## src/rtl/fetch_issue_unit_pkg.sv

```systemverilog
// Shared definitions for the fetch/issue slice.
// Contents: PC width and type, NOP encoding, fetch increment, default reset PC,
// and a helper that word-aligns an address.
package fetch_issue_unit_pkg;

    localparam int PC_W = 32;

    typedef logic [PC_W-1:0] pc_t;

    localparam logic [31:0] NOP_INSTR        = 32'h0000_0000;
    localparam pc_t         PC_INC           = 32'd4;
    localparam pc_t         DEFAULT_RESET_PC = 32'h0000_0000;

    // Clears the byte-offset bits; reads every bit so no input is left dangling.
    function automatic pc_t align_pc(input pc_t addr);
        return addr & ~pc_t'(3);
    endfunction

endpackage

```

## src/rtl/fetch_issue_unit_if.sv

```systemverilog
// Bus bundle between the fetch/issue stage and its neighbours
// (instruction memory, hazard detector, execute redirect, decode).
// Parameter: CNT_W - width of the event counters.
// Modports: master = fetch/issue stage, slave = surrounding pipeline/memory.
interface fetch_issue_unit_if
    import fetch_issue_unit_pkg::*;
#(
    parameter int CNT_W = 16
);
    // instruction memory side
    logic             imem_req_out;
    pc_t              imem_addr_out;
    logic             imem_wait_in;
    logic [31:0]      imem_data_in;
    // hazard detector / execute side
    logic             stall_in;
    logic             redirect_in;
    pc_t              redirect_pc_in;
    // issue side
    logic [31:0]      instr_out;
    pc_t              pc_out;
    logic             issue_valid_out;
    logic             kill_out;
    // event counters
    logic [CNT_W-1:0] stall_count_out;
    logic [CNT_W-1:0] redirect_count_out;

    modport master (
        output imem_req_out, imem_addr_out, instr_out, pc_out,
               issue_valid_out, kill_out, stall_count_out, redirect_count_out,
        input  imem_wait_in, imem_data_in, stall_in, redirect_in, redirect_pc_in
    );

    modport slave (
        input  imem_req_out, imem_addr_out, instr_out, pc_out,
               issue_valid_out, kill_out, stall_count_out, redirect_count_out,
        output imem_wait_in, imem_data_in, stall_in, redirect_in, redirect_pc_in
    );

endinterface

```

## src/rtl/fetch_issue_unit_sat_counter.sv

```systemverilog
// Saturating event counter: counts inc_in pulses, sticks at all-ones.
// Ports: clk, reset (sync, active-high), inc_in (count enable),
//        count_out (current count).
module sat_counter #(
    parameter int CNT_W = 16
) (
    input  logic             clk,
    input  logic             reset,
    input  logic             inc_in,
    output logic [CNT_W-1:0] count_out
);

    always_ff @(posedge clk) begin
        if (reset) begin
            count_out <= '0;
        end else if (inc_in && (count_out != '1)) begin
            count_out <= count_out + CNT_W'(1);
        end
    end

endmodule

```

## src/rtl/fetch_issue_unit.sv

```systemverilog
// Instruction fetch and issue stage.
// Drives a 1-cycle-latency instruction memory, presents one instruction per
// cycle to hazard detection/decode, replays on a registered stall (kill the
// decode slot, rewind to the stalled PC) and refetches on a redirect.
// Ports: clk, reset (sync, active-high), bus (fetch_issue_unit_if.master:
//        imem request/address/wait/data, stall/redirect inputs, issued
//        instruction/pc/valid/kill, stall and redirect counters).
module fetch_issue_unit
    import fetch_issue_unit_pkg::*;
#(
    parameter pc_t RESET_PC = DEFAULT_RESET_PC,
    parameter int  CNT_W    = 16
) (
    input logic                clk,
    input logic                reset,
    fetch_issue_unit_if.master bus
);

    pc_t  fpc;
    logic inflight;
    pc_t  inflight_pc;
    logic last_valid;
    pc_t  last_pc;

    logic stall_eff;
    logic issue_valid;

    logic [CNT_W-1:0] stall_count;
    logic [CNT_W-1:0] redirect_count;

    // A stall against a bubble slot has nothing to replay; redirect overrides.
    always_comb begin
        stall_eff   = bus.stall_in & last_valid & ~bus.redirect_in;
        issue_valid = inflight & ~bus.redirect_in & ~stall_eff;
    end

    always_comb begin
        bus.kill_out           = stall_eff | (bus.redirect_in & last_valid);
        bus.issue_valid_out    = issue_valid;
        bus.instr_out          = issue_valid ? bus.imem_data_in : NOP_INSTR;
        bus.pc_out             = inflight_pc;
        bus.imem_req_out       = ~reset & ~bus.redirect_in & ~stall_eff;
        bus.imem_addr_out      = fpc;
        bus.stall_count_out    = stall_count;
        bus.redirect_count_out = redirect_count;
    end

    always_ff @(posedge clk) begin
        if (reset) begin
            fpc        <= RESET_PC;
            inflight   <= 1'b0;
            last_valid <= 1'b0;
        end else begin
            last_valid <= issue_valid;
            last_pc    <= inflight_pc;
            if (bus.redirect_in) begin
                fpc      <= align_pc(bus.redirect_pc_in);
                inflight <= 1'b0;
            end else if (stall_eff) begin
                // Rewind to the slot decode just squashed.
                fpc      <= last_pc;
                inflight <= 1'b0;
            end else if (bus.imem_wait_in) begin
                inflight <= 1'b0;
            end else begin
                inflight    <= 1'b1;
                inflight_pc <= fpc;
                fpc         <= fpc + PC_INC;
            end
        end
    end

    sat_counter #(.CNT_W(CNT_W)) u_stall_cnt (
        .clk       (clk),
        .reset     (reset),
        .inc_in    (stall_eff),
        .count_out (stall_count)
    );

    sat_counter #(.CNT_W(CNT_W)) u_redirect_cnt (
        .clk       (clk),
        .reset     (reset),
        .inc_in    (bus.redirect_in),
        .count_out (redirect_count)
    );

endmodule

```

## src/flat_wrapper.sv

```systemverilog
// flat-port wrapper written by rule: the top's interface ports become plain ports
module fetch_issue_unit_flat import fetch_issue_unit_pkg::*;
#(
    parameter pc_t RESET_PC = DEFAULT_RESET_PC,
    parameter int  CNT_W    = 16
)
  (clk, reset, bus_imem_req_out, bus_imem_addr_out, bus_instr_out, bus_pc_out, bus_issue_valid_out, bus_kill_out, bus_stall_count_out, bus_redirect_count_out, bus_imem_wait_in, bus_imem_data_in, bus_stall_in, bus_redirect_in, bus_redirect_pc_in);
  fetch_issue_unit_if #(.CNT_W(CNT_W)) bus_i ();
  input logic clk;
  input logic reset;
  output wire logic [$bits(bus_i.imem_req_out)-1:0] bus_imem_req_out;
  output wire logic [$bits(bus_i.imem_addr_out)-1:0] bus_imem_addr_out;
  output wire logic [$bits(bus_i.instr_out)-1:0] bus_instr_out;
  output wire logic [$bits(bus_i.pc_out)-1:0] bus_pc_out;
  output wire logic [$bits(bus_i.issue_valid_out)-1:0] bus_issue_valid_out;
  output wire logic [$bits(bus_i.kill_out)-1:0] bus_kill_out;
  output wire logic [$bits(bus_i.stall_count_out)-1:0] bus_stall_count_out;
  output wire logic [$bits(bus_i.redirect_count_out)-1:0] bus_redirect_count_out;
  input wire logic [$bits(bus_i.imem_wait_in)-1:0] bus_imem_wait_in;
  input wire logic [$bits(bus_i.imem_data_in)-1:0] bus_imem_data_in;
  input wire logic [$bits(bus_i.stall_in)-1:0] bus_stall_in;
  input wire logic [$bits(bus_i.redirect_in)-1:0] bus_redirect_in;
  input wire logic [$bits(bus_i.redirect_pc_in)-1:0] bus_redirect_pc_in;
  assign bus_imem_req_out = bus_i.imem_req_out;
  assign bus_imem_addr_out = bus_i.imem_addr_out;
  assign bus_instr_out = bus_i.instr_out;
  assign bus_pc_out = bus_i.pc_out;
  assign bus_issue_valid_out = bus_i.issue_valid_out;
  assign bus_kill_out = bus_i.kill_out;
  assign bus_stall_count_out = bus_i.stall_count_out;
  assign bus_redirect_count_out = bus_i.redirect_count_out;
  assign bus_i.imem_wait_in = bus_imem_wait_in;
  assign bus_i.imem_data_in = bus_imem_data_in;
  assign bus_i.stall_in = bus_stall_in;
  assign bus_i.redirect_in = bus_redirect_in;
  assign bus_i.redirect_pc_in = bus_redirect_pc_in;
  fetch_issue_unit #(.RESET_PC(RESET_PC), .CNT_W(CNT_W)) u_core (.clk(clk), .reset(reset), .bus(bus_i));
endmodule
```

## config.mk

```make
export PLATFORM = sky130hd
export DESIGN_NAME = fetch_issue_unit_flat
export DESIGN_NICKNAME = d
export VERILOG_FILES = /design/src/rtl/fetch_issue_unit_pkg.sv /design/src/rtl/fetch_issue_unit_if.sv /design/src/rtl/fetch_issue_unit_sat_counter.sv /design/src/rtl/fetch_issue_unit.sv /design/src/flat_wrapper.sv
export SDC_FILE = /design/constraint.sdc
export NUM_CORES = 1
export LEC_CHECK = 0
export CORE_MARGIN = 2
export CORE_UTILIZATION = 35
export CTS_CLUSTER_DIAMETER = 150
export CTS_CLUSTER_SIZE = 25
export DETAILED_ROUTE_END_ITERATION = 10
export HOLD_SLACK_MARGIN = 0.08
export PLACE_DENSITY = 0.77
export SLEW_MARGIN = 20
export SYNTH_ARGS = -nofsm -noshare
export SYNTH_HDL_FRONTEND = slang
export SYNTH_SLANG_ARGS = --single-unit
```

## constraint.sdc

```tcl
create_clock -name clk -period 4.3 [get_ports clk]
set_clock_uncertainty 0.05 [all_clocks]
set_input_delay 0.86 -clock clk [delete_from_list [all_inputs] [get_ports clk]]
set_output_delay 0.86 -clock clk [all_outputs]
set_load 0.05 [all_outputs]
```

==> run summary <==
status: complete, no violations
DP Wirelength: 13430 um
Async SR Flop Fraction: 0%
data required time of the worst path: 3.39 ns
share of layout cells above drive strength 1: 11.47%
GR peak layer: met2
unrepaired setup endpoints after global routing: false
Syn Area/Cell: 10.11 sq um
Primary FF master, synth: dfxtp_1
multi-input logic area: 0.002705 sq mm
share of the synthesized area in the top cell type: 31.53%
FF+latch count, synth: 130
max_slew headroom: 33.50%
# fillers: 1509
initial core utilization: 35.48%
register area share after synthesis: 53.21%
critical path peak fanout: 33
Yosys Warn Count: 0
met2 usage: 34.90%
DRT iter0 DRCs: 298
most used cell, CP: buf_4
Die Wd: 136.0 um
pin count of the biggest net entering global routing: 55
row cnt: 48
GRT Total Usage: 20.64%
DRC violations left: 0
Power Dens Cells: 345.9 mW/mm^2
Buffers on Ports: 197
f_max: 285.3 MHz
CP max-delay cell: clkdlybuf4s50_1
drt total wl: 19290 um
htree depth: 4
Hold Vio Cnt, Final: 0
Post-synth EDFFs: 64
antenna violations before repair: 0
post-cts resize count: 0
Seq. cell area: 0.003243 sq mm
Critical Path Sink Type: output pin
met1 GRT Util: 24.39%
grt total ovfl: 0
die span in y: 136.0 um
Skew-Pair Late Insertion Delay: 0.42 ns
ANT nets after route: 0
routed vias: 5622
synthesized cell area: 0.006095 sq mm
leakage: 3.278 nW
slowest stage delay, CP: 0.53 ns
Hold-fix buffers, CTS: 0
net count after synthesis: 675
I/O Pins: 200
GP Congestion: 0.8203
Core ar.: 0.01718 sq mm
fin nets: 870
Area Overhead vs Synth: 50.71%
Critical Path Start Type: primary input
clock tree sinks: 130
CTS tree: built
WL/cell: 18.62 um
Setup-failing EPs final: 0
Post-CTS Setup Inserts: 0
hold_ws: 0.3964 ns
worst vdd rail ir drop: 0.0002537 V
Reg clk slew, reported paths: 0.06 ns
Final Power: 0.003177 W
Detailed Routing Iterations Pass 1: 4
max-cap viol count: 0
TritonCTS Buffers: 17
HP Class: reg2reg
Max Slew Vio Count: 0
GRT met3 Usage: 7.308%
Synth cell types: 63
post-synth top area cell: edfxtp_1
Worst Path Class, Setup: in2out
total negative slack: 0 ns
vias per inst: 5.427
top post-synthesis cells by area: edfxtp_1 (32%), dfxtp_1 (22%), nor2_1 (4.1%), and2_1 (4.0%), xor2_1 (2.9%)
worst path cell trace: clkdlybuf4s50_1, nand2_1, buf_4, and3_1, buf_4, and2_1, buf_12
fin crit share: 81.51%
CP arrival: 2.60 ns
Root Buffer: clkbuf_16
CTS Buffer Depth: 2
Gate Count Post-Synth: 603
first-pass GRT wire length: 29190 um
Ant. Diodes: 0
vias in the first global route: 5465
Final min period: 3.505 ns
die footprint: 0.01849 sq mm
Worst-Margin Slew: 0.9960 ns
synthesized netlist by cell type, types with 4 or more instances:
master,instances
a31oi_1,5
o21ai_0,30
o21a_1,7
and4_1,6
or3_1,5
nand2b_1,5
dfxtp_1,66
a211o_1,4
a21oi_1,25
and2_1,39
edfxtp_1,64
xor2_1,20
o211ai_1,9
nand3_1,25
buf_2,4
nand2_1,37
nand4_1,11
o2111ai_1,5
nor3_1,20
clkbuf_1,26
and3_1,16
xnor2_1,9
nor4_1,7
a211oi_1,17
mux2i_1,11
nor2_1,66
inv_1,7
final cells by class:
| type | count | share of cell area, % |
|---|---|---|
| flip-flops and latches | 130 | 35.31 |
| inverters | 7 | 0.2861 |
| repair buffers | 208 | 25.96 |
| multi-input cells | 434 | 29.45 |
| clock buffers | 18 | 4.672 |
| well taps | 225 | 3.065 |
| clock inverters | 14 | 1.253 |
worst paths after layout:
check                                                                 end  slack (ns)  cells past startpoint                                startpoint
worst min register to register                u_core.last_pc[7]$_DFFE_PN_        0.40                      0            u_core.bus.pc_out[7]$_DFFE_PP_
worst max-delay path                                    bus_instr_out[26]        0.79                      7                              bus_stall_in
worst max register to register  u_core.bus.imem_addr_out[22]$_SDFFE_PP0P_        1.97                      6  u_core.bus.imem_addr_out[2]$_SDFFE_PP0P_
worst min-delay path                          u_core.last_pc[7]$_DFFE_PN_        0.40                      0            u_core.bus.pc_out[7]$_DFFE_PP_
state kept, by name (all words and copies together), names as in the netlist, named ones only:
name	cells
u_core.u_stall_cnt.count_out	16
u_core.bus.imem_addr_out	30
u_core.last_valid	1
u_core.inflight	1
u_core.u_redirect_cnt.count_out	16
u_core.last_pc	32
u_core.bus.pc_out	32
critical path, delay by kind of cell:
kind          cells  cell delay (ns)
buf+inv           4             1.18
simple gates      3             0.54
stage by stage:
step / util [%] / instances / worst slack, ns / area, sq um
3_5_place_dp: 50.31 / 1004 / 0.7804 / 8641
2_1_floorplan: - / 603 / 0.001617 / 6095
5_1_grt: 53.47 / 1036 / 0.6407 / 9185
4_1_cts: 53.47 / 1036 / 0.7720 / 9185
3_3_place_gp: 50.31 / 1004 / 0.8307 / 8641
6_report: 53.47 / 1036 / 0.7949 / 9185
kinds of logic after synthesis:
logic type,share of synthesized area [%]
mux,1.807
xor+xnor,4.168
fa+ha+maj,0.6160
flops,53.21
buf+inv,2.484
compound gates,15.27
simple gates,22.44
metal layers:
metal  vias to the layer above  wire (um)
met5                         -          0
met4                         0        305
met3                        25       1841
met2                       239       9093
met1                      2720       8048
li1                       2638          -
layout by cell type (no fill, tap or decap), types with 6 or more instances in the layout:
cell / count
clkdlybuf4s50_1: 161
nor2_1: 66
dfxtp_1: 66
edfxtp_1: 64
and2_1: 39
nand2_1: 37
buf_12: 34
o21ai_0: 30
nand3_1: 25
a21oi_1: 25
xor2_1: 20
nor3_1: 19
a211oi_1: 17
clkbuf_16: 17
and3_1: 16
nand4_1: 11
mux2i_1: 11
buf_4: 11
xnor2_1: 9
o211ai_1: 9
o21a_1: 7
nor4_1: 7
inv_1: 6
and4_1: 6
power by group:
group	total, W	leakage [nW]	switching, W	internal (W)
clock	0.00134	0.251	0.000554	0.000789
combinational	0.000431	1.87	0.000257	0.000175
sequential	0.00140	1.16	0.0000526	0.00135
No activity file was read; power rests on OpenSTA's default activity.
==> patch, RTL diff (same flow settings) <==
The package constant `PC_W` goes from 32 to 36.
--- a/src/rtl/fetch_issue_unit_pkg.sv
+++ b/src/rtl/fetch_issue_unit_pkg.sv
@@ -3,7 +3,7 @@
 // and a helper that word-aligns an address.
 package fetch_issue_unit_pkg;
 
-    localparam int PC_W = 32;
+    localparam int PC_W = 36;
 
     typedef logic [PC_W-1:0] pc_t;
 
Interface: changed (resized bus_imem_addr_out, bus_pc_out and bus_redirect_pc_in); port bits go from 200 to 212. No check against the original RTL was run, so the function may have changed too.
==> patch against the original RTL <==
Sequential cell count grew 12; worst setup slack worse by 0.093 ns; via count increased by 5.0%; area after synthesis rose by 6.9%; combinational power up 8.4%; routed wire length rose by 5.4%; hold slack lost 0.0041 ns; cell area grew 6.8%; count of clock-buffer cells in the layout grew 4; total power grew 13%; register-to-register slack worse by 0.29 ns; clock power grew 19%; critical endpoint is now bus_kill_out.
==> patch: results (changes against the original RTL) <==
metric;value;unit;change
area share of xor/xnor cells in the synthesized design;0.0457;;was 0.0417
worst min-delay path startpoint;u_core.bus.pc_out[33];;was u_core.bus.pc_out[7]
met3 wire length;1.70;mm;was 1.84 mm
synthesized-area fraction occupied by ao, oa, aoi and oai cells;0.151;;was 0.153
maximum net fanout on the critical path;12;;was 33
worst supply voltage drop on vdd;0.000284;V;was 0.000254 V
layout cell share with drive strength beyond 1;0.109;;was 0.115
antenna violations before repair;1;;was 0
Worst Tran Pin Value;0.917;ns;was 0.996 ns
Detailed Route WL;20.3;mm;was 19.3 mm
reported leakage power;3.51;nW;was 3.28 nW
count of flip-flops with a built-in enable after synthesis;72;;was 64
share of cell area taken by muxes after synthesis;0.0123;;was 0.0181
clock network power share;0.443;;was 0.423
GR Util All Layers;0.205;;was 0.206
CP endpoint;bus_kill_out;;was bus_instr_out[26]
Post-Synthesis Net Count;706;;was 675
GR Util met2;0.327;;was 0.349
Final Instance Count excl. Fillers;1071;;was 1,036
top post-synthesis cells by area;sky130_fd_sc_hd__edfxtp_1, sky130_fd_sc_hd__dfxtp_1, sky130_fd_sc_hd__and3_1;;was sky130_fd_sc_hd__edfxtp_1, sky130_fd_sc_hd__dfxtp_1, sky130_fd_sc_hd__nor2_1
Place WS;0.677;ns;was 0.780 ns
first-iteration detailed-routing DRC count;419;;was 298
share of the yosys chip area belonging to registers;0.547;;was 0.532
internal reg-to-reg setup slack;1.68;ns;was 1.97 ns
status;completed;;unchanged
adder-cell share of the synthesized area;0.00576;;was 0.00616
-- patch: changes by cell type after synthesis, moves of 8 or more --
cell                       before  now
sky130_fd_sc_hd__edfxtp_1      64   72
sky130_fd_sc_hd__clkbuf_1      26   36
sky130_fd_sc_hd__and2_1        39    6
sky130_fd_sc_hd__nor2_1        66   56
sky130_fd_sc_hd__nand3_1       25   17
sky130_fd_sc_hd__and3_1        16   44
sky130_fd_sc_hd__xnor2_1        9   21
sky130_fd_sc_hd__a21oi_1       25   40
-- patch: final cells by class --
cell class                      count  area share
Antenna cell                        1    0.000255
Inverter                            7     0.00268
Tap cell                          229      0.0292
Multi-Input combinational cell    439       0.283
Clock inverter                     10      0.0162
Timing Repair Buffer              221       0.257
Clock buffer                       22      0.0483
Sequential cell                   142       0.363
-- patch: worst max-delay path, cell delays in order --
cell and delay [ns]:
sky130_fd_sc_hd__clkdlybuf4s50_1 0.75, sky130_fd_sc_hd__o21a_1 0.25, sky130_fd_sc_hd__clkdlybuf4s50_1 0.83
